<file path="config.mk">
export PLATFORM = sky130hd
export DESIGN_NAME = exec_stage
export DESIGN_NICKNAME = d
export VERILOG_FILES = /design/src/rtl/exec_stage.sv
export SDC_FILE = /design/constraint.sdc
export NUM_CORES = 1
export LEC_CHECK = 0
export CAP_MARGIN = 20
export CORE_UTILIZATION = 45
export CTS_CLUSTER_DIAMETER = 80
export DETAILED_ROUTE_END_ITERATION = 7
export MAX_ROUTING_LAYER = met4
export PLACE_DENSITY_LB_ADDON = 0.15
export SETUP_SLACK_MARGIN = 0.5
export SYNTH_ARGS = -nofsm -noshare
export SYNTH_HDL_FRONTEND = slang
export SYNTH_SLANG_ARGS = --single-unit
</file>
<file path="constraint.sdc">
create_clock -name clk -period 5.3 [get_ports clk]
set_input_delay 0.795 -clock clk [delete_from_list [all_inputs] [get_ports clk]]
set_output_delay 0.795 -clock clk [all_outputs]
set_load 0.05 [all_outputs]
</file>
<file path="src/rtl/exec_stage.sv">
// Execute/commit stage of the cpu16 datapath: registers one decoded operation,
// drives the external ALU for one cycle, owns the zero/carry flags, hands results to writeback.
module exec_stage #(
  parameter int WIDTH   = 16,
  parameter int REGBITS = 3
) (
  input  logic               clk,
  input  logic               rst,
  input  logic               flush,
  input  logic               in_valid,
  output logic               in_ready,
  input  logic [4:0]         in_op,
  input  logic [WIDTH-1:0]   in_a,
  input  logic [WIDTH-1:0]   in_b,
  input  logic [REGBITS-1:0] in_rd,
  input  logic               in_wb_en,
  input  logic               in_flags_en,
  output logic [WIDTH-1:0]   alu_a,
  output logic [WIDTH-1:0]   alu_b,
  output logic [4:0]         alu_op,
  output logic               alu_enable,
  output logic               alu_zero_in,
  output logic               alu_carry_in,
  input  logic [WIDTH:0]     alu_out,
  input  logic               alu_zero_out,
  input  logic               alu_carry_out,
  input  logic               alu_cond_met,
  output logic               wb_valid,
  input  logic               wb_ready,
  output logic [REGBITS-1:0] wb_rd,
  output logic [WIDTH-1:0]   wb_data,
  output logic               zero_flag,
  output logic               carry_flag,
  output logic [15:0]        retired
);

  typedef enum logic [1:0] {IDLE, EXEC, WB} state_t;

  state_t             state;
  logic [REGBITS-1:0] rd_q;
  logic               wb_en_q;
  logic               flags_en_q;

  // The ALU carry-out bit is consumed through alu_carry_out, never written back.
  logic alu_out_msb_unused;
  assign alu_out_msb_unused = alu_out[WIDTH];

  assign in_ready     = (state == IDLE) && !flush && !rst;
  assign alu_zero_in  = zero_flag;
  assign alu_carry_in = carry_flag;

  always_ff @(posedge clk or posedge rst) begin
    if (rst) begin
      state      <= IDLE;
      rd_q       <= '0;
      wb_en_q    <= 1'b0;
      flags_en_q <= 1'b0;
      alu_a      <= '0;
      alu_b      <= '0;
      alu_op     <= '0;
      alu_enable <= 1'b0;
      wb_valid   <= 1'b0;
      wb_rd      <= '0;
      wb_data    <= '0;
      zero_flag  <= 1'b0;
      carry_flag <= 1'b0;
      retired    <= '0;
    end else begin
      case (state)
        IDLE: begin
          if (in_valid && in_ready) begin
            alu_a      <= in_a;
            alu_b      <= in_b;
            alu_op     <= in_op;
            rd_q       <= in_rd;
            wb_en_q    <= in_wb_en;
            flags_en_q <= in_flags_en;
            alu_enable <= 1'b1;
            state      <= EXEC;
          end
        end
        EXEC: begin
          alu_enable <= 1'b0;
          // flush wins over a commit arriving in the same cycle
          if (flush || !alu_cond_met) begin
            state <= IDLE;
          end else begin
            if (flags_en_q) begin
              zero_flag  <= alu_zero_out;
              carry_flag <= alu_carry_out;
            end
            retired <= retired + 16'd1;
            wb_data <= alu_out[WIDTH-1:0];
            wb_rd   <= rd_q;
            if (wb_en_q) begin
              wb_valid <= 1'b1;
              state    <= WB;
            end else begin
              state <= IDLE;
            end
          end
        end
        WB: begin
          if (flush || wb_ready) begin
            wb_valid <= 1'b0;
            state    <= IDLE;
          end
        end
        default: begin
          alu_enable <= 1'b0;
          wb_valid   <= 1'b0;
          state      <= IDLE;
        end
      endcase
    end
  end

endmodule

</file>
==> results of run 1 <==
layout make-up:
type / count / share of cell area (%)
clock buffer: 12 / 3.10
tap: 96 / 2.40
clock inverter: 4 / 1.45
multi-input combinational: 158 / 21.8
inverter: 7 / 0.551
timing repair buffer: 146 / 29.1
sequential: 83 / 41.6
worst paths after layout:
| check | from | endpoint | slack, ns |
|---|---|---|---|
| worst min register to register | rd_q[0] | wb_rd[0] | 0.46 |
| worst min-delay path | rd_q[0] | wb_rd[0] | 0.46 |
| min in group asynchronous | rst | wb_data[2] | 0.98 |
| worst max-delay path | flush | in_ready | 2.03 |
| worst max register to register | state[0] | alu_b[4] | 3.22 |
| max in group asynchronous | rst | alu_carry_in | 3.39 |
registers in the layout, summed over array words and instances (netlist names):
register and flops:
retired 16, flags_en_q 1, state 2, alu_carry_in 1, wb_data 16, alu_b 16, alu_a 16, alu_op 5
wb_rd 3, wb_valid 1, alu_enable 1, wb_en_q 1, alu_zero_in 1, rd_q 3
stage by stage:
step	utilization, %	std cells	instance area, um2	setup WS, ns
after detailed placement	69.5	490	4770	2.03
final	72.8	506	5000	2.03
after floorplan	-	260	3250	2.37
after CTS	72.8	506	5000	2.02
after global routing	72.8	506	5000	1.97
after global placement	69.5	490	4770	2.04
Yosys cell counts:
cell type / n / area (um2)
a21oi_1: 2 / 10.0
and3_1: 1 / 6.26
and4_1: 1 / 8.76
and4bb_2: 1 / 12.5
buf_2: 6 / 30.0
buf_4: 2 / 15.0
clkbuf_1: 4 / 15.0
dfrtp_1: 83 / 2080
ha_1: 1 / 12.5
inv_1: 7 / 26.3
mux2_2: 44 / 495
nand2_1: 68 / 255
nand3_1: 7 / 35.0
nand4_1: 3 / 18.8
nand4bb_1: 1 / 11.3
nor2_1: 3 / 11.3
nor3_1: 4 / 20.0
nor4_1: 1 / 6.26
nor4_2: 2 / 25.0
o21ai_0: 2 / 10.0
or3_1: 1 / 6.26
or4_4: 1 / 11.3
xnor2_1: 8 / 70.1
xor2_1: 7 / 61.3
tightest hold or removal path, cell delays in order (launching register included):
cell,delay [ns]
dfrtp_1,0.34
nand2_1,0.05
nand2_1,0.05
metal layers:
layer	routed length [um]	up-vias	share of wire [%]
met5	0	-	0
met4	202	0	2.8
met3	473	17	6.5
met2	3510	93	48
met1	3120	1160	43
li1	-	1142	-
logic make-up after synthesis:
kind of cell	Yosys count
and+or+nand+nor	94
DFF	83
muxes	44
buffers and inverters	19
xor gates and xnor gates	15
AOI/OAI and AO/OA	4
adders and majority gates	1
power by group:
part,internal [W],switching (W)
Combinational,0.000313,0.000545
Clock,0.000291,0.000221
Sequential,0.000753,0.0000718
==> flow_summary.toml, run 1 <==
[clock_tree]
cts_buffer_depth = 2
postCtsSetupRepairBufs = 0
cts_resized = 0
hold_buffers = 0
htreeDepth = 3
cts.clk_slew.worst_paths_ns = 0.08
cts_tree = "done"
clkSinkCount = 83
cts-root-buf = "clkbuf_8"
cts_buffers = 9
clk_latency_ns = 0.35

[grt]
grt_overflow = 0
top_usage_layer = "met2"
grtUsageMet3_pct = 5.59
grt_util_met2_pct = 32.7
grt_pass1_wl_mm = 11.6
track_usage_pct = 21.1
grt_max_degree = 53
groute.layer.met1.usage_pct = 25.5
grt_antenna_before_repair = 0
grt_pass1_vias = 2470

[route]
finalWirelength_mm = 7.31
vias = 2412
detail-route-antenna-nets = 0
dr.first_iter.drc_count = 81
vias_per_cell = 4.77
drt_first_pass_iters = 4
wl_per_cell_um = 14.4
drc = 0

[sta]
worst_pin_slew_ns = 0.996
period_share_pct = 61.7
slew-limit-headroom_pct = 33.4
whs_ns = 0.463
tns_ns = 0
rsz0062_at_grt = "no"
setup_viol = 0
skew_ns = 0.0143
finalCriticalPeriod_ns = 3.27
finalMaxSlewViolations = 0
hold_violations = 0
max_freq_ghz = 0.306

[setup_path]
crit_family = "buffers and inverters"
reg2reg_depth = 3
critPathLaunchType = "input port"
crit_path_max_incr_delay_ns = 0.87
path_class = "input port to primary output"
worstPathRequired_ns = 4.51
worst-path-buf-inv = 2
arrival_ns = 2.47
worst_path_most_repeated_cell = "clkdlybuf4s50_1"
crit_fanout = 4
path_cells = "clkdlybuf4s50_1 > nor4_2 > clkdlybuf4s50_1"
crit_path_top_delay_cell = "clkdlybuf4s50_1"
cp.depth = 3
end_kind = "primary output"

[pwr]
ir_drop_mv = 0.290
p_total_w = 0.00220
p_per_area_mw_per_mm2 = 439
p_leak_nw = 2.22

[floorplanning]
die_area_mm2 = 0.00757
io_pins = 146
die_h_um = 87.0
fp.coreArea_mm2 = 0.00687
initial_core_util_pct = 47.3
core.rowCount = 30
dieWidth_um = 87.0

[logic_synthesis]
synthAdderAreaFrac_pct = 0.385
synth_cell_types = 24
synth_top_family_by_area = "multiplexers"
yosys.area_share.simple_pct = 13.2
synth.avg_cell_area_um2 = 12.5
yosysSeqAreaShare_pct = 63.9
synth_seq_cells = 83
synth_compound_area_share_pct = 0.616
synthMuxAreaShare_pct = 15.2
synth_xor_area_share_pct = 4.04
yosysWarningCount = 0
synth_cells = 260
syn_area_mm2 = 0.00325
synth_nets = 328

[final_layout]
layout_common_cells = "144 x clkdlybuf4s50_1, 83 x dfrtp_1, 67 x nand2_1, 44 x mux2_2, 11 x clkbuf_8"
drive_gt1_share_pct = 16.3
layout_commonest_cell = "clkdlybuf4s50_1"
fin_nets = 473
areaGrowthSynthToFinish_pct = 53.8
regArea_mm2 = 0.00208
multiInputGateArea_mm2 = 0.00109
fillers = 531
antenna_cells = 0

[placement]
hpwlAfterDp_mm = 5.10
gp_congestion = 0.733
port_buffers = 144

[worst_hold_path]
holdPathStages = 2
hp-class = "flip-flop to flip-flop"

[run]
max_cap_violations = 0

[status]
status = "finished, final reports clean"
Power figures use the tool's default switching activity.
==> run 2: changes to the inputs <==
--- a/config.mk
+++ b/config.mk
@@ -6,7 +6,7 @@
 export NUM_CORES = 1
 export LEC_CHECK = 0
 export CAP_MARGIN = 20
-export CORE_UTILIZATION = 45
+export CORE_UTILIZATION = 41
 export CTS_CLUSTER_DIAMETER = 80
 export DETAILED_ROUTE_END_ITERATION = 7
 export MAX_ROUTING_LAYER = met4
==> constraint.sdc (replaced) <==
create_clock -name clk -period 3.41 [get_ports clk]
set_input_delay 0.5115 -clock clk [delete_from_list [all_inputs] [get_ports clk]]
set_output_delay 0.5115 -clock clk [all_outputs]
set_load 0.05 [all_outputs]
==> run 2 against run 1 <==
Worst hold slack improved by 0.0080 ns. Sequential share of layout area grew 0.15 points. Register-to-register slack worse by 1.7 ns. Via count increased by 0.33%. Clock skew shrank 0.0062 ns. Critical path type unchanged. Worst setup slack lost 1.3 ns. Routed wire length fell by 3.3%. Clock power increased by 27%. Clock-buffer cell count unchanged. Design area shrank 0.35%.
==> flow_summary.toml, run 2 (same netlist as run 1, synthesis figures left out) <==
[floorplanning]
initial_core_util_pct = 42.3
die_area_mm2 = 0.00829
core.rowCount = 32
fp.coreArea_mm2 = 0.00769
io_pins = 146
dieWidth_um = 91.0
die_h_um = 91.0

[clock_tree]
hold_buffers = 0
clkSinkCount = 83
htreeDepth = 3
cts-root-buf = "clkbuf_8"
clk_latency_ns = 0.34
cts_buffers = 9
cts_buffer_depth = 2
postCtsSetupRepairBufs = 0
cts_tree = "done"
cts.clk_slew.worst_paths_ns = 0.08
cts_resized = 0

[placement]
dp.cells = 498
port_buffers = 144
hpwlAfterDp_mm = 5.14
placed_area_mm2 = 0.00481
gp_congestion = 0.784

[final_layout]
final_cells = 513
stdcell_area_mm2 = 0.00498
areaGrowthSynthToFinish_pct = 53.2
fin_nets = 475
drive_gt1_share_pct = 16.1
layout_common_cells = "144 x clkdlybuf4s50_1, 83 x dfrtp_1, 67 x nand2_1, 44 x mux2_2, 9 x clkbuf_8"
fillers = 622
fin_util_pct = 64.8
layout_commonest_cell = "clkdlybuf4s50_1"
antenna_cells = 0

[route]
dr.first_iter.drc_count = 77
vias = 2420
drc = 0
wl_per_cell_um = 13.8
vias_per_cell = 4.72
detail-route-antenna-nets = 0
drt_first_pass_iters = 5
finalWirelength_mm = 7.07

[setup_path]
critPathLaunchType = "input port"
path_class = "input port to primary output"
crit_fanout = 4
end_kind = "primary output"
worstPathRequired_ns = 2.90
reg2reg_depth = 4
arrival_ns = 2.20

[sta]
worst_pin_slew_ns = 0.602
finalMaxSlewViolations = 0
tns_ns = 0
finalCriticalPeriod_ns = 2.71
hold_violations = 0
setup_viol = 0
slew-limit-headroom_pct = 59.8
period_share_pct = 79.4
skew_ns = 0.00811
max_freq_ghz = 0.369
rsz0062_at_grt = "no"

[pwr]
p_per_area_mw_per_mm2 = 656
p_leak_nw = 2.22
p_total_w = 0.00327
ir_drop_mv = 0.390

[worst_hold_path]
holdPathStages = 2
hp-class = "flip-flop to flip-flop"

[grt]
grt_pass1_wl_mm = 11.7
grt_max_degree = 51
track_usage_pct = 18.6
grt_overflow = 0
grt_antenna_before_repair = 0
grt_pass1_vias = 2467

[status]
status = "finished, final reports clean"

[run]
max_cap_violations = 0
==> run 2: changes by cell type in the layout (fill, tap and decap cells not counted) <==
cell,delta
clkbuf_8,-2
buf_12,+1
bufinv_16,-1
clkinvlp_4,-1
clkinv_2,+1
clkbuf_1,+2
buf_4,+1
==> run 2: where the power goes <==
part	leakage, nW	total [W]	switching [W]	internal [W]
Combinational	1.10	0.00133	0.000847	0.000488
Sequential	1.03	0.00128	0.000111	0.00117
Clock	0.0902	0.000652	0.000318	0.000333
Total	2.22	0.00327	0.00128	0.00199
==> run 2: cell type report <==
class	instances	area [um2]	share of cell area, %
multi-input combinational	158	1090	21.9
timing repair buffer	148	1480	29.8
sequential	83	2080	41.7
clock buffer	12	135	2.71
clock inverter	3	40.0	0.804
inverter	7	27.5	0.553
tap	102	128	2.56
==> run 2: worst paths after layout <==
path	startpoint	end	slack [ns]
max in group asynchronous	rst	alu_b[11]	2.17
setup reg to reg	state[1]	retired[10]	1.54
hold / removal	rd_q[0]	wb_rd[0]	0.47
setup / recovery	flush	in_ready	0.70
hold reg to reg	rd_q[0]	wb_rd[0]	0.47
min in group asynchronous	rst	wb_rd[2]	0.59
==> run 2: stage by stage <==
step	setup slack, ns	hold slack (ns)
2_1_floorplan	0.762	0.433
3_3_place_gp	0.706	0.444
3_5_place_dp	0.685	0.451
4_1_cts	0.688	0.472
5_1_grt	0.610	0.499
6_report	0.702	0.471
==> run 2: metal layers <==
metal,vias up,wire length (um),global-route usage [%]
met5,-,0,-
li1,1154,-,-
met1,1178,3050,22.7
met2,74,3580,29.8
met4,0,116,8.73
met3,14,329,3.77
==> run 2: critical path: stages <==
cell and delay, ns:
clkdlybuf4s50_1 0.47, nor4_2 0.34, clkdlybuf4s50_1 0.87
==> run 3: changes to the inputs <==
==> constraint.sdc (replaced) <==
create_clock -name clk -period 2.6 [get_ports clk]
set_input_delay 0.39 -clock clk [delete_from_list [all_inputs] [get_ports clk]]
set_output_delay 0.39 -clock clk [all_outputs]
set_load 0.05 [all_outputs]
==> run 3 against run 2 <==
Utilization grew 0.90 points. Global-route usage increased by 0.53 points. Non-clock buffer count increased by 1. Combinational power rose by 32%. Cell count up 0.39%. Clock skew hardly changed. Highest routed layer unchanged.
==> flow_summary.toml, run 3 (same netlist as run 1, synthesis figures left out) <==
[status]
status = "finished, final reports clean"

[floorplanning]
initial_core_util_pct = 42.3
core.rowCount = 32
io_pins = 146
die_area_mm2 = 0.00829
fp.coreArea_mm2 = 0.00769
die_h_um = 91.0
dieWidth_um = 91.0

[grt]
grt_pass1_vias = 2553
grt_antenna_before_repair = 0
grt_pass1_wl_mm = 12.1
track_usage_pct = 19.1
grt_max_degree = 47
grt_overflow = 0

[sta]
slew-limit-headroom_pct = 61.1
setup_viol = 0
period_share_pct = 78.3
skew_ns = 0.00839
tns_ns = 0
rsz0062_at_grt = "no"
finalMaxSlewViolations = 0
whs_ns = 0.470
hold_violations = 0
timing.final.ws_setup_ns = 0.565
finalCriticalPeriod_ns = 2.03
max_freq_ghz = 0.492
worst_pin_slew_ns = 0.584

[clock_tree]
cts_buffers = 9
cts_resized = 0
cts_tree = "done"
cts_buffer_depth = 2
htreeDepth = 3
hold_buffers = 0
clk_latency_ns = 0.34
postCtsSetupRepairBufs = 0
cts.clk_slew.worst_paths_ns = 0.08
cts-root-buf = "clkbuf_8"
clkSinkCount = 83

[placement]
dp.cells = 499
hpwlAfterDp_mm = 5.21
port_buffers = 144
gp_congestion = 0.761
place_ws_ns = 0.380

[setup_path]
crit_fanout = 6
critPathLaunchType = "flip-flop"
arrival_ns = 1.64
path_class = "flip-flop to primary output"
path_cells = "clkdlybuf4s50_1"
cp-startpoint = "retired[2]"
end_kind = "primary output"
crit_path_top_delay_cell = "clkdlybuf4s50_1"
r2r_start = "state[1]"
worstPathRequired_ns = 2.21
worst-path-buf-inv = 1
crit_family = "buffers and inverters"
r2r_setup_slack_ns = 0.85
reg2reg_depth = 5
reg2reg_to = "retired[6]"
crit_path_max_incr_delay_ns = 0.85

[pwr]
ir_drop_mv = 0.520
power_frac_comb_pct = 39.3
power_switching_w = 0.00170
swShare_pct = 38.0
p_per_area_mw_per_mm2 = 885
clkPwrFrac_pct = 23.1
power.internal_w = 0.00277
seqPwrFrac_pct = 37.6
p_leak_nw = 2.24

[final_layout]
final_cells = 515
layout_common_cells = "143 x clkdlybuf4s50_1, 83 x dfrtp_1, 67 x nand2_1, 44 x mux2_2, 11 x clkbuf_8"
antenna_cells = 0
areaGrowthSynthToFinish_pct = 55.4
fin_nets = 476
fin_util_pct = 65.7
layout_commonest_cell = "clkdlybuf4s50_1"
drive_gt1_share_pct = 17.2

[route]
drt_first_pass_iters = 4
vias_per_cell = 4.77
vias = 2455
drc = 0
dr.first_iter.drc_count = 69
finalWirelength_mm = 7.21
wl_per_cell_um = 14.0
detail-route-antenna-nets = 0

[worst_hold_path]
holdPathStages = 2
hp-class = "flip-flop to flip-flop"
hold_start = "rd_q[1]"
min_to = "wb_rd[1]"

[run]
max_cap_violations = 0
[run 3: worst max-delay path by stage]
stage	depth (start not counted)	end
floorplan	4	alu_a[10]
global placement	6	retired[6]
detailed placement	6	retired[6]
CTS	1	retired[2]
global route	1	retired[2]
finish	1	retired[2]
[run 3: power by group through the flow]
stage          combinational [W]  sequential [W]  clock, W
2_1_floorplan           0.000300         0.00251         0
3_3_place_gp             0.00175         0.00169         0
3_5_place_dp             0.00177         0.00171         0
4_1_cts                  0.00177         0.00168   0.00106
5_1_grt                  0.00182         0.00171   0.00111
6_report                 0.00176         0.00168   0.00103
[run 3: per-layer routing]
metal / routed length (um) / share of wire, % / vias up / track usage [%]
li1: - / - / 1152 / -
met1: 3050 / 42 / 1216 / 23.4
met2: 3680 / 51 / 77 / 31.1
met3: 395 / 5.5 / 10 / 4.52
met4: 91 / 1.3 / 0 / 6.88
met5: 0 / 0 / - / -
[run 3: cell type report]
class / count / area (um2)
timing repair buffer: 149 / 1490
inverter: 7 / 30.0
sequential: 83 / 2080
multi-input combinational: 158 / 1100
tap: 102 / 128
clock inverter: 4 / 72.6
fill: 618 / 2640
clock buffer: 12 / 155
[run 3: stage by stage]
step,area (um2),total power [W]
after global placement,4820,0.00344
after floorplan,3260,0.00281
after CTS,5050,0.00451
after detailed placement,4820,0.00347
final,5050,0.00447
after global routing,5050,0.00464
